**src/rtl/operand_serializer_if.sv**
```systemverilog
// Operand/bit-stream bundle for operand_serializer: pair handshake in, framed bit pairs out.
// The slave modport is the serializer's view; master is the upstream/downstream side.
interface operand_serializer_if #(
   parameter int unsigned WIDTH = 8
);
   localparam int unsigned IDX_W = $clog2(WIDTH);

   logic             in_valid;
   logic             in_ready;
   logic [WIDTH-1:0] op_a;
   logic [WIDTH-1:0] op_b;
   logic             a;
   logic             b;
   logic             bit_valid;
   logic             bit_first;
   logic             bit_last;
   logic [IDX_W-1:0] bit_idx;

   modport master (
      output in_valid,
      output op_a,
      output op_b,
      input  in_ready,
      input  a,
      input  b,
      input  bit_valid,
      input  bit_first,
      input  bit_last,
      input  bit_idx
   );

   modport slave (
      input  in_valid,
      input  op_a,
      input  op_b,
      output in_ready,
      output a,
      output b,
      output bit_valid,
      output bit_first,
      output bit_last,
      output bit_idx
   );
endinterface

```
**src/rtl/operand_serializer.sv**
```systemverilog
// Streams a WIDTH-bit operand pair LSB first, one bit pair per clock, with framing flags.
// Optional feature: define OPSER_STALL_EN to add a stall input that freezes shifting.
module operand_serializer #(
   parameter int unsigned WIDTH = 8
) (
   input logic clk,
   input logic rst,
`ifdef OPSER_STALL_EN
   input logic stall,
`endif
   operand_serializer_if.slave bus
);

   localparam int unsigned IDX_W = $clog2(WIDTH);
   localparam logic [IDX_W-1:0] LAST_IDX = IDX_W'(WIDTH - 1);

   localparam logic ST_IDLE  = 1'b0;
   localparam logic ST_SHIFT = 1'b1;

   logic             state_q, state_d;
   logic [WIDTH-1:0] sa_q, sa_d;
   logic [WIDTH-1:0] sb_q, sb_d;
   logic [IDX_W-1:0] idx_q, idx_d;

   logic stalled;
   logic at_last;
   logic ready;
   logic handshake;

   // Stall only matters while shifting; an idle block always accepts.
`ifdef OPSER_STALL_EN
   assign stalled = (state_q == ST_SHIFT) && stall;
`else
   assign stalled = 1'b0;
`endif

   assign at_last   = (idx_q == LAST_IDX);
   assign ready     = !rst && ((state_q == ST_IDLE) || (at_last && !stalled));
   assign handshake = bus.in_valid && ready;

   always_comb begin
      state_d = state_q;
      sa_d    = sa_q;
      sb_d    = sb_q;
      idx_d   = idx_q;
      if (handshake) begin
         state_d = ST_SHIFT;
         sa_d    = bus.op_a;
         sb_d    = bus.op_b;
         idx_d   = '0;
      end else if (state_q == ST_SHIFT) begin
         if (!stalled) begin
            if (at_last) begin
               state_d = ST_IDLE;
               sa_d    = '0;
               sb_d    = '0;
               idx_d   = '0;
            end else begin
               sa_d  = {1'b0, sa_q[WIDTH-1:1]};
               sb_d  = {1'b0, sb_q[WIDTH-1:1]};
               idx_d = idx_q + IDX_W'(1);
            end
         end
      end else begin
         sa_d  = '0;
         sb_d  = '0;
         idx_d = '0;
      end
   end

   always_ff @(posedge clk) begin
      if (rst) begin
         state_q <= ST_IDLE;
         sa_q    <= '0;
         sb_q    <= '0;
         idx_q   <= '0;
      end else begin
         state_q <= state_d;
         sa_q    <= sa_d;
         sb_q    <= sb_d;
         idx_q   <= idx_d;
      end
   end

   assign bus.in_ready  = ready;
   assign bus.a         = sa_q[0];
   assign bus.b         = sb_q[0];
   assign bus.bit_valid = (state_q == ST_SHIFT);
   assign bus.bit_first = (state_q == ST_SHIFT) && (idx_q == '0);
   assign bus.bit_last  = (state_q == ST_SHIFT) && at_last;
   assign bus.bit_idx   = idx_q;

endmodule

```
**src/flat_wrapper.sv**
```systemverilog
// flat-port wrapper written by rule: the top's interface ports become plain ports
module operand_serializer_flat 
#(
   parameter int unsigned WIDTH = 8
)
  (clk, rst, bus_in_valid, bus_op_a, bus_op_b, bus_in_ready, bus_a, bus_b, bus_bit_valid, bus_bit_first, bus_bit_last, bus_bit_idx);
  operand_serializer_if #(.WIDTH(WIDTH)) bus_i ();
  input logic clk;
  input logic rst;
  input wire logic [$bits(bus_i.in_valid)-1:0] bus_in_valid;
  input wire logic [$bits(bus_i.op_a)-1:0] bus_op_a;
  input wire logic [$bits(bus_i.op_b)-1:0] bus_op_b;
  output wire logic [$bits(bus_i.in_ready)-1:0] bus_in_ready;
  output wire logic [$bits(bus_i.a)-1:0] bus_a;
  output wire logic [$bits(bus_i.b)-1:0] bus_b;
  output wire logic [$bits(bus_i.bit_valid)-1:0] bus_bit_valid;
  output wire logic [$bits(bus_i.bit_first)-1:0] bus_bit_first;
  output wire logic [$bits(bus_i.bit_last)-1:0] bus_bit_last;
  output wire logic [$bits(bus_i.bit_idx)-1:0] bus_bit_idx;
  assign bus_i.in_valid = bus_in_valid;
  assign bus_i.op_a = bus_op_a;
  assign bus_i.op_b = bus_op_b;
  assign bus_in_ready = bus_i.in_ready;
  assign bus_a = bus_i.a;
  assign bus_b = bus_i.b;
  assign bus_bit_valid = bus_i.bit_valid;
  assign bus_bit_first = bus_i.bit_first;
  assign bus_bit_last = bus_i.bit_last;
  assign bus_bit_idx = bus_i.bit_idx;
  operand_serializer #(.WIDTH(WIDTH)) u_core (.clk(clk), .rst(rst), .bus(bus_i));
endmodule
```
**config.mk**
```make
export PLATFORM = sky130hd
export DESIGN_NAME = operand_serializer_flat
export DESIGN_NICKNAME = d
export VERILOG_FILES = /design/src/rtl/operand_serializer_if.sv /design/src/rtl/operand_serializer.sv /design/src/flat_wrapper.sv
export SDC_FILE = /design/constraint.sdc
export NUM_CORES = 1
export LEC_CHECK = 0
export CAP_MARGIN = 5
export CORE_MARGIN = 4
export CORE_UTILIZATION = 44
export DETAILED_ROUTE_END_ITERATION = 10
export HOLD_SLACK_MARGIN = 0.15
export PLACE_DENSITY = 0.87
export SETUP_SLACK_MARGIN = 0.05
export SLEW_MARGIN = 20
export SYNTH_ARGS = -nofsm -noshare
export SYNTH_HDL_FRONTEND = slang
export SYNTH_SLANG_ARGS = --single-unit
```
**constraint.sdc**
```tcl
create_clock -name clk -period 1.5 [get_ports clk]
set_clock_uncertainty 0.05 [all_clocks]
set_input_delay 0.225 -clock clk [delete_from_list [all_inputs] [get_ports clk]]
set_output_delay 0.225 -clock clk [all_outputs]
set_load 0.02 [all_outputs]
```
==> results of run 1 <==
metrics by stage:
stage          setup slack (ns)  util [%]  hold slack [ns]
3_5_place_dp             -0.321      65.5            0.379
3_3_place_gp             -0.284      65.5            0.373
2_1_floorplan            0.0513         -            0.328
6_report                 -0.199      77.2            0.397
4_1_cts                  -0.209      71.4            0.395
5_1_grt                  -0.255      77.2            0.416
repair_timing:
action | 4_1_cts | 5_1_grt
hold endpoints to repair | 0 | 0
gates resized for setup | 33 | 20
setup buffers | 1 | 0
endpoints found under the setup margin | 26 | 14
pin swaps | 1 | 4
cloned | 1 | 1
how the worst min path moves through the flow:
| stage | endpoint | slack, ns | startpoint | cells past startpoint |
|---|---|---|---|---|
| floorplan | u_core.sa_q[7] | 0.33 | bus_op_a[7] | 1 |
| global placement | u_core.sb_q[1] | 0.37 | u_core.sb_q[2] | 2 |
| detailed placement | u_core.sa_q[6] | 0.38 | u_core.sa_q[7] | 2 |
| CTS | u_core.sb_q[0] | 0.39 | u_core.sb_q[1] | 2 |
| global route | u_core.sa_q[4] | 0.42 | u_core.sa_q[5] | 2 |
| finish | u_core.sb_q[0] | 0.40 | u_core.sb_q[1] | 2 |
sequential cells by signal, indices dropped and copies added, names as in the netlist:
| name | count |
|---|---|
| u_core.sb_q | 8 |
| u_core.bus.bit_idx | 3 |
| u_core.sa_q | 8 |
| u_core.bus.bit_valid | 1 |
cells in the mapped netlist (2+ instances only):
cell type / n / share of area (%)
sky130_fd_sc_hd__nor3b_2: 2 / 2.9
sky130_fd_sc_hd__ha_1: 3 / 4.4
sky130_fd_sc_hd__a21oi_1: 5 / 2.9
sky130_fd_sc_hd__buf_6: 3 / 3.9
sky130_fd_sc_hd__nor2_1: 3 / 1.3
sky130_fd_sc_hd__a21oi_2: 9 / 9.2
sky130_fd_sc_hd__nand2_2: 9 / 6.6
sky130_fd_sc_hd__buf_2: 3 / 1.8
sky130_fd_sc_hd__and3_1: 2 / 1.5
sky130_fd_sc_hd__inv_1: 2 / 0.88
sky130_fd_sc_hd__dfxtp_1: 20 / 47
sky130_fd_sc_hd__nand2_1: 6 / 2.6
sky130_fd_sc_hd__nand3_1: 14 / 8.2
logic make-up (layout without fill, tap and decap cells):
family                     Yosys count  count (layout)  share of synthesized area, %
AOI/OAI and AO/OA                   14              14                          12.1
buffers and inverters               10              44                          9.49
DFF                                 20              20                          46.7
adders and majority gates            3               3                          4.38
and+or+nand+nor                     41              41                          27.3
tightest hold or removal path, stage by stage, from the launching register on:
cell                      delay, ns
sky130_fd_sc_hd__dfxtp_1       0.33
sky130_fd_sc_hd__nand2_2       0.05
sky130_fd_sc_hd__a21oi_2       0.04
cell type report:
type,instances,area (um2),area share (%)
multi-input cells,58,495,36.0
flip-flops and latches,20,404,29.4
repair buffers,38,402,29.2
clock buffers,4,36.3,2.64
well taps,25,31.3,2.27
inverters,2,7.51,0.545
power breakdown:
| part | internal (uW) | switching [uW] |
|---|---|---|
| Combinational | 122 | 114 |
| Sequential | 554 | 9.84 |
| Clock | 148 | 167 |
per-layer routing:
metal  global-route usage [%]  vias to the layer above  share of wire, %
li1                         -                      358                 -
met1                     18.6                      347                42
met2                     29.7                       22                53
met3                     1.72                        2               4.1
met4                     7.66                        0              0.94
met5                        0                        -                 0
==> results by group, run 1 <==
Outcome
  – Run status: complete, but fails checks
  – Violated checks: negative setup slack

STA
  – Total setup violations reported at the end of the flow: 4
  – Period Utilization, post-route: 113%
  – Unrepaired setup endpoints after global routing: true
  – Final-report hold violation count: 0
  – Tmin final: 1.70 ns
  – Post-route setup slack: -0.199 ns
  – Relative slew slack: 82.5%
  – Fmax: 589 MHz
  – Slew Limit Fails: 0
  – Final setup TNS: -0.421 ns
  – Transition time of the tightest slew-check pin: 0.262 ns

Clocking
  – H-tree depth: 1
  – Total CTS buffers: 3
  – CTS tree: done
  – Longest Clk Path Bufs: 2
  – Sink Count: 20
  – Hold buffer count at cts: 0
  – Later-pin clock latency in the skew report: 0.30 ns
  – Cell chosen for the clock root: sky130_fd_sc_hd__clkbuf_4
  – Clock-pin slew on the worst setup and hold paths: 0.11 ns

Placed design
  – Detailed placer's ending HPWL: 1240 um
  – Post-place instance area: 1170 um2
  – Placed Instances: 141
  – Quantity of I/O buffers inserted on ports: 27
  – Weighted congestion at the end of routability-driven global placement: 0.706

Synthesis
  – Number of flops mapped to enable cells by yosys: 0
  – Proportion of synthesized flip-flops having asynchronous set or reset: 0%
  – Combined area of all synthesized cells: 857 um2
  – Top FF cell, synth: sky130_fd_sc_hd__dfxtp_1
  – Mean area per synthesized cell: 9.74 um2
  – Synth cell types: 20
  – Total of flip-flops plus latches after synthesis: 20
  – Synthesized instance count: 88
  – Yosys warning total: 0
  – Sequential share of the synthesized area: 46.7%
  – Mapped Nets: 110

Final layout
  – Leading cell types in the layout, fill and taps excluded: sky130_fd_sc_hd__clkdlybuf4s50_1 (18), sky130_fd_sc_hd__dfxtp_1 (17), sky130_fd_sc_hd__a21oi_2 (10), sky130_fd_sc_hd__nand2_2 (9)
  – Fraction of final layout cells with drive strength greater than 1: 50.8%
  – Diodes inserted: 0
  – Final net count: 145
  – Fillers: 110
  – Count of placed standard cells in the final layout, fillers left out: 147
  – Post-route cell area: 1380 um2
  – Leading cell type in the layout, fill and taps excluded: sky130_fd_sc_hd__clkdlybuf4s50_1
  – Layout overhead on the synthesized area: 60.6%

Drt
  – Drc violations: 0
  – Vias: 729
  – DR WL/cell: 15.3 um
  – DRT Wirelength: 2240 um
  – Via density per instance: 4.96
  – TritonRoute pass-1 iters: 4
  – Routed Antenna Nets: 0
  – DRC marker count from the first detailed-route iteration: 16

Critical path
  – Maximum fanout encountered on the critical timing path: 3
  – Cell occurring most often along the worst timing path: sky130_fd_sc_hd__ha_4
  – Crit path cell chain: ha_4, ha_4, and2b_2, nor2_4, buf_6
  – Reg-to-reg slack, setup: 0 ns
  – Type of origin of the critical path: register
  – Critical setup path kind: reg2out
  – Startpoint of the worst register-to-register path: u_core.bus.bit_idx[1]
  – Critical register-to-register path endpoint: u_core.sa_q[6]
  – Crit-path slowest cell: sky130_fd_sc_hd__dfxtp_2
  – Critical path capture point type: output port
  – Worst r2r path cells: 6
  – Cell family contributing the most delay on the critical path: flip-flops
  – End point of the critical path: bus_in_ready
  – Signal arrival time at the worst endpoint: 1.42 ns
  – Stages on the worst setup path: 5
  – Start point of the critical path: u_core.bus.bit_idx[0]
  – Largest incremental delay on the critical path: 0.37 ns
  – Required time at the worst-slack endpoint: 1.22 ns
  – Buffering stage count on the worst path with inverters included: 1

Global route
  – Number of global-route vias before repair: 684
  – Largest net degree at the start of global routing: 19
  – Overflow left after global routing: 0
  – Initial antenna violation count: 0
  – Global-route usage over all layers: 16.2%
  – Wire length of the first global-routing pass: 3170 um

Power and ir drop
  – Leakage power total: 0.000526 uW
  – Power density over cell area: 811 nW/um2
  – Worst VDD drop: 0.000602 V
  – Overall power of the completed layout: 1120 uW

Worst hold path
  – Type of the tightest min-delay check: reg2reg

Flow run
  – Max capacitance violation total: 0

Floorplanning
  – Die boundary width: 52.1 um
  – Num rows: 15
  – Core ar.: 1780 um2
  – Starting utilization of the core area: 48.1%
  – Num ports: 28
  – Height of the die: 52.1 um
  – Die ar.: 2720 um2
No activity file was read; power rests on OpenSTA's default activity.
==> run 2: changes to the inputs <==
- CORE_UTILIZATION: 44 -> 55
- DONT_BUFFER_PORTS: not set -> 1
- GPL_TIMING_DRIVEN: not set -> 0
- PLACE_DENSITY: 0.87 -> 0.8
==> run 2 against run 1 <==
Effect of this change:
- critical path type unchanged
- largest power group unchanged
- via count rose by 4.5%
- first-iteration DRC count fell by 19%
- the flow still finishes with violations (negative setup slack)
- setup slack got worse by 0.091 ns
==> results by group, run 2 (same netlist as run 1, synthesis figures left out) <==
Outcome
  – Run status: complete, but fails checks
  – Violated checks: negative setup slack

Power and ir drop
  – Power density over cell area: 875 nW/um2
  – Worst VDD drop: 0.000949 V
  – Leakage power total: 0.000536 uW
  – Overall power of the completed layout: 1110 uW

Clocking
  – H-tree depth: 1
  – Later-pin clock latency in the skew report: 0.31 ns
  – Sink Count: 20
  – Total CTS buffers: 3
  – Cell chosen for the clock root: sky130_fd_sc_hd__clkbuf_4
  – CTS tree: done
  – Clock-pin slew on the worst setup and hold paths: 0.11 ns
  – Longest Clk Path Bufs: 2

Final layout
  – Diodes inserted: 0
  – Final net count: 138
  – Fraction of final layout cells with drive strength greater than 1: 47.8%
  – Count of placed standard cells in the final layout, fillers left out: 130
  – Layout overhead on the synthesized area: 47.7%
  – Fillers: 56
  – Leading cell type in the layout, fill and taps excluded: sky130_fd_sc_hd__dfxtp_1
  – Leading cell types in the layout, fill and taps excluded: sky130_fd_sc_hd__dfxtp_1 (17), sky130_fd_sc_hd__dlygate4sd3_1 (16), sky130_fd_sc_hd__nand3_1 (14), sky130_fd_sc_hd__a21oi_2 (13), sky130_fd_sc_hd__nand2_4 (7)
  – Core occupancy in the finished layout: 91.6%

Placed design
  – Quantity of I/O buffers inserted on ports: 0
  – Setup slack after placement: -0.0450 ns
  – Detailed placer's ending HPWL: 1080 um
  – Placed Instances: 103
  – Weighted congestion at the end of routability-driven global placement: 0.715

Drt
  – Vias: 762
  – Via density per instance: 5.86
  – DR WL/cell: 21.0 um
  – DRC marker count from the first detailed-route iteration: 13
  – DRT Wirelength: 2730 um
  – Routed Antenna Nets: 0
  – TritonRoute pass-1 iters: 4
  – Drc violations: 0

Global route
  – Routing usage on met3: 4.51%
  – Overflow left after global routing: 0
  – Wire length of the first global-routing pass: 3660 um
  – Global-route usage over all layers: 24.1%
  – Largest net degree at the start of global routing: 12
  – Global routing usage on met2: 42.2%
  – Number of global-route vias before repair: 761
  – GRT Max-Usage Layer: met2
  – Initial antenna violation count: 0
  – Routing usage on met1: 27.1%

Critical path
  – Type of origin of the critical path: register
  – Cell family contributing the most delay on the critical path: flip-flops
  – Critical path capture point type: output port
  – Maximum fanout encountered on the critical timing path: 4
  – Start point of the critical path: u_core.bus.bit_idx[0]
  – Largest incremental delay on the critical path: 0.43 ns
  – Required time at the worst-slack endpoint: 1.22 ns
  – Signal arrival time at the worst endpoint: 1.51 ns
  – Cell occurring most often along the worst timing path: sky130_fd_sc_hd__ha_4
  – Critical register-to-register path endpoint: u_core.sa_q[1]
  – Critical setup path kind: reg2out
  – Worst r2r path cells: 9
  – Reg-to-reg slack, setup: -0.25 ns
  – Crit path cell chain: ha_4, ha_4, and2b_1, buf_6, nor2_4
  – Startpoint of the worst register-to-register path: u_core.bus.bit_idx[0]
  – Buffering stage count on the worst path with inverters included: 1
  – Crit-path slowest cell: sky130_fd_sc_hd__dfxtp_4

STA
  – Post-route setup slack: -0.290 ns
  – Total setup violations reported at the end of the flow: 21
  – Unrepaired setup endpoints after global routing: true
  – Transition time of the tightest slew-check pin: 0.404 ns
  – Period Utilization, post-route: 119%
  – Fmax: 559 MHz
  – Minimum hold slack: 0.217 ns
  – Tmin final: 1.79 ns
  – Final-report hold violation count: 0
  – Relative slew slack: 73.0%
  – Slew Limit Fails: 0

Worst hold path
  – Type of the tightest min-delay check: in2reg
  – Worst hold path depth: 3
  – Capture endpoint of the worst hold path: u_core.sa_q[3]
  – Hold wc startpoint: bus_in_valid

Flow run
  – Max capacitance violation total: 0

Floorplanning
  – Die ar.: 2250 um2
  – Die boundary width: 47.5 um
  – Num rows: 13
  – Num ports: 28
  – Core ar.: 1380 um2
  – Starting utilization of the core area: 62.0%
  – Height of the die: 47.5 um
## run 2: changes by cell type in the layout (fill, tap and decap cells not counted), moves of 4 or more
cell / delta
sky130_fd_sc_hd__nand2_4: +7
sky130_fd_sc_hd__clkdlybuf4s50_1: -18
sky130_fd_sc_hd__dlygate4sd3_1: +16
sky130_fd_sc_hd__buf_4: -5
sky130_fd_sc_hd__nand2_1: -4
sky130_fd_sc_hd__dlygate4sd2_1: -4
sky130_fd_sc_hd__nand3_1: +11
sky130_fd_sc_hd__nand3_2: -8
## run 2: worst max-delay path by stage
stage	slack [ns]	cells past startpoint	end
after floorplan	0.05	7	u_core.sa_q[5]
after global placement	-0.008	7	u_core.sb_q[0]
after detailed placement	-0.04	7	u_core.sa_q[4]
after CTS	-0.24	5	bus_in_ready
after global routing	-0.33	9	u_core.sa_q[1]
final	-0.29	5	bus_in_ready
## run 2: report_power, final
part	switching (uW)	internal, uW	total, uW
sequential	26.3	552	578
clock	169	148	317
combinational	106	107	212
## run 2: per-layer routing
layer	part of all wire, %	routed length (um)	vias up
li1	-	-	348
met1	35	961	354
met2	54	1470	46
met3	5.3	144	14
met4	5.7	156	0
met5	0	0	-
## run 2: layout make-up
type                    instances  area, um2  area share (%)
multi-input cells              58        469            37.1
inverters                       2       7.51           0.593
clock buffers                   4       36.3            2.87
plain buffers                   8       77.6            6.13
flip-flops and latches         20        409            32.3
repair buffers                 23        248            19.6
well taps                      15       18.8            1.48
## run 2: repair_timing
| action | CTS | global route |
|---|---|---|
| cloned | 1 | 0 |
| hold buffers | 16 | 0 |
| gates resized for setup | 21 | 11 |
| setup buffers | 4 | 3 |
| endpoints found under the setup margin | 18 | 23 |
| endpoints found under the hold margin | 16 | 0 |
| pin swaps | 9 | 7 |
## run 2: per-stage QoR
stage,setup TNS (ns),cell area (um2)
after floorplan,0,860
after global placement,-0.0116,878
after detailed placement,-0.337,878
after CTS,-2.19,1220
after global routing,-4.73,1270
final,-3.92,1270
## run 2: worst reg2reg max path: cells and delay by family (launching register included)
kind,cells,cell delay (ns)
AO/OA/AOI/OAI,1,0.16
buffers and inverters,4,0.46
flip-flops,1,0.40
AND/OR/NAND/NOR,2,0.28
adder cells (fa/ha/maj),2,0.34
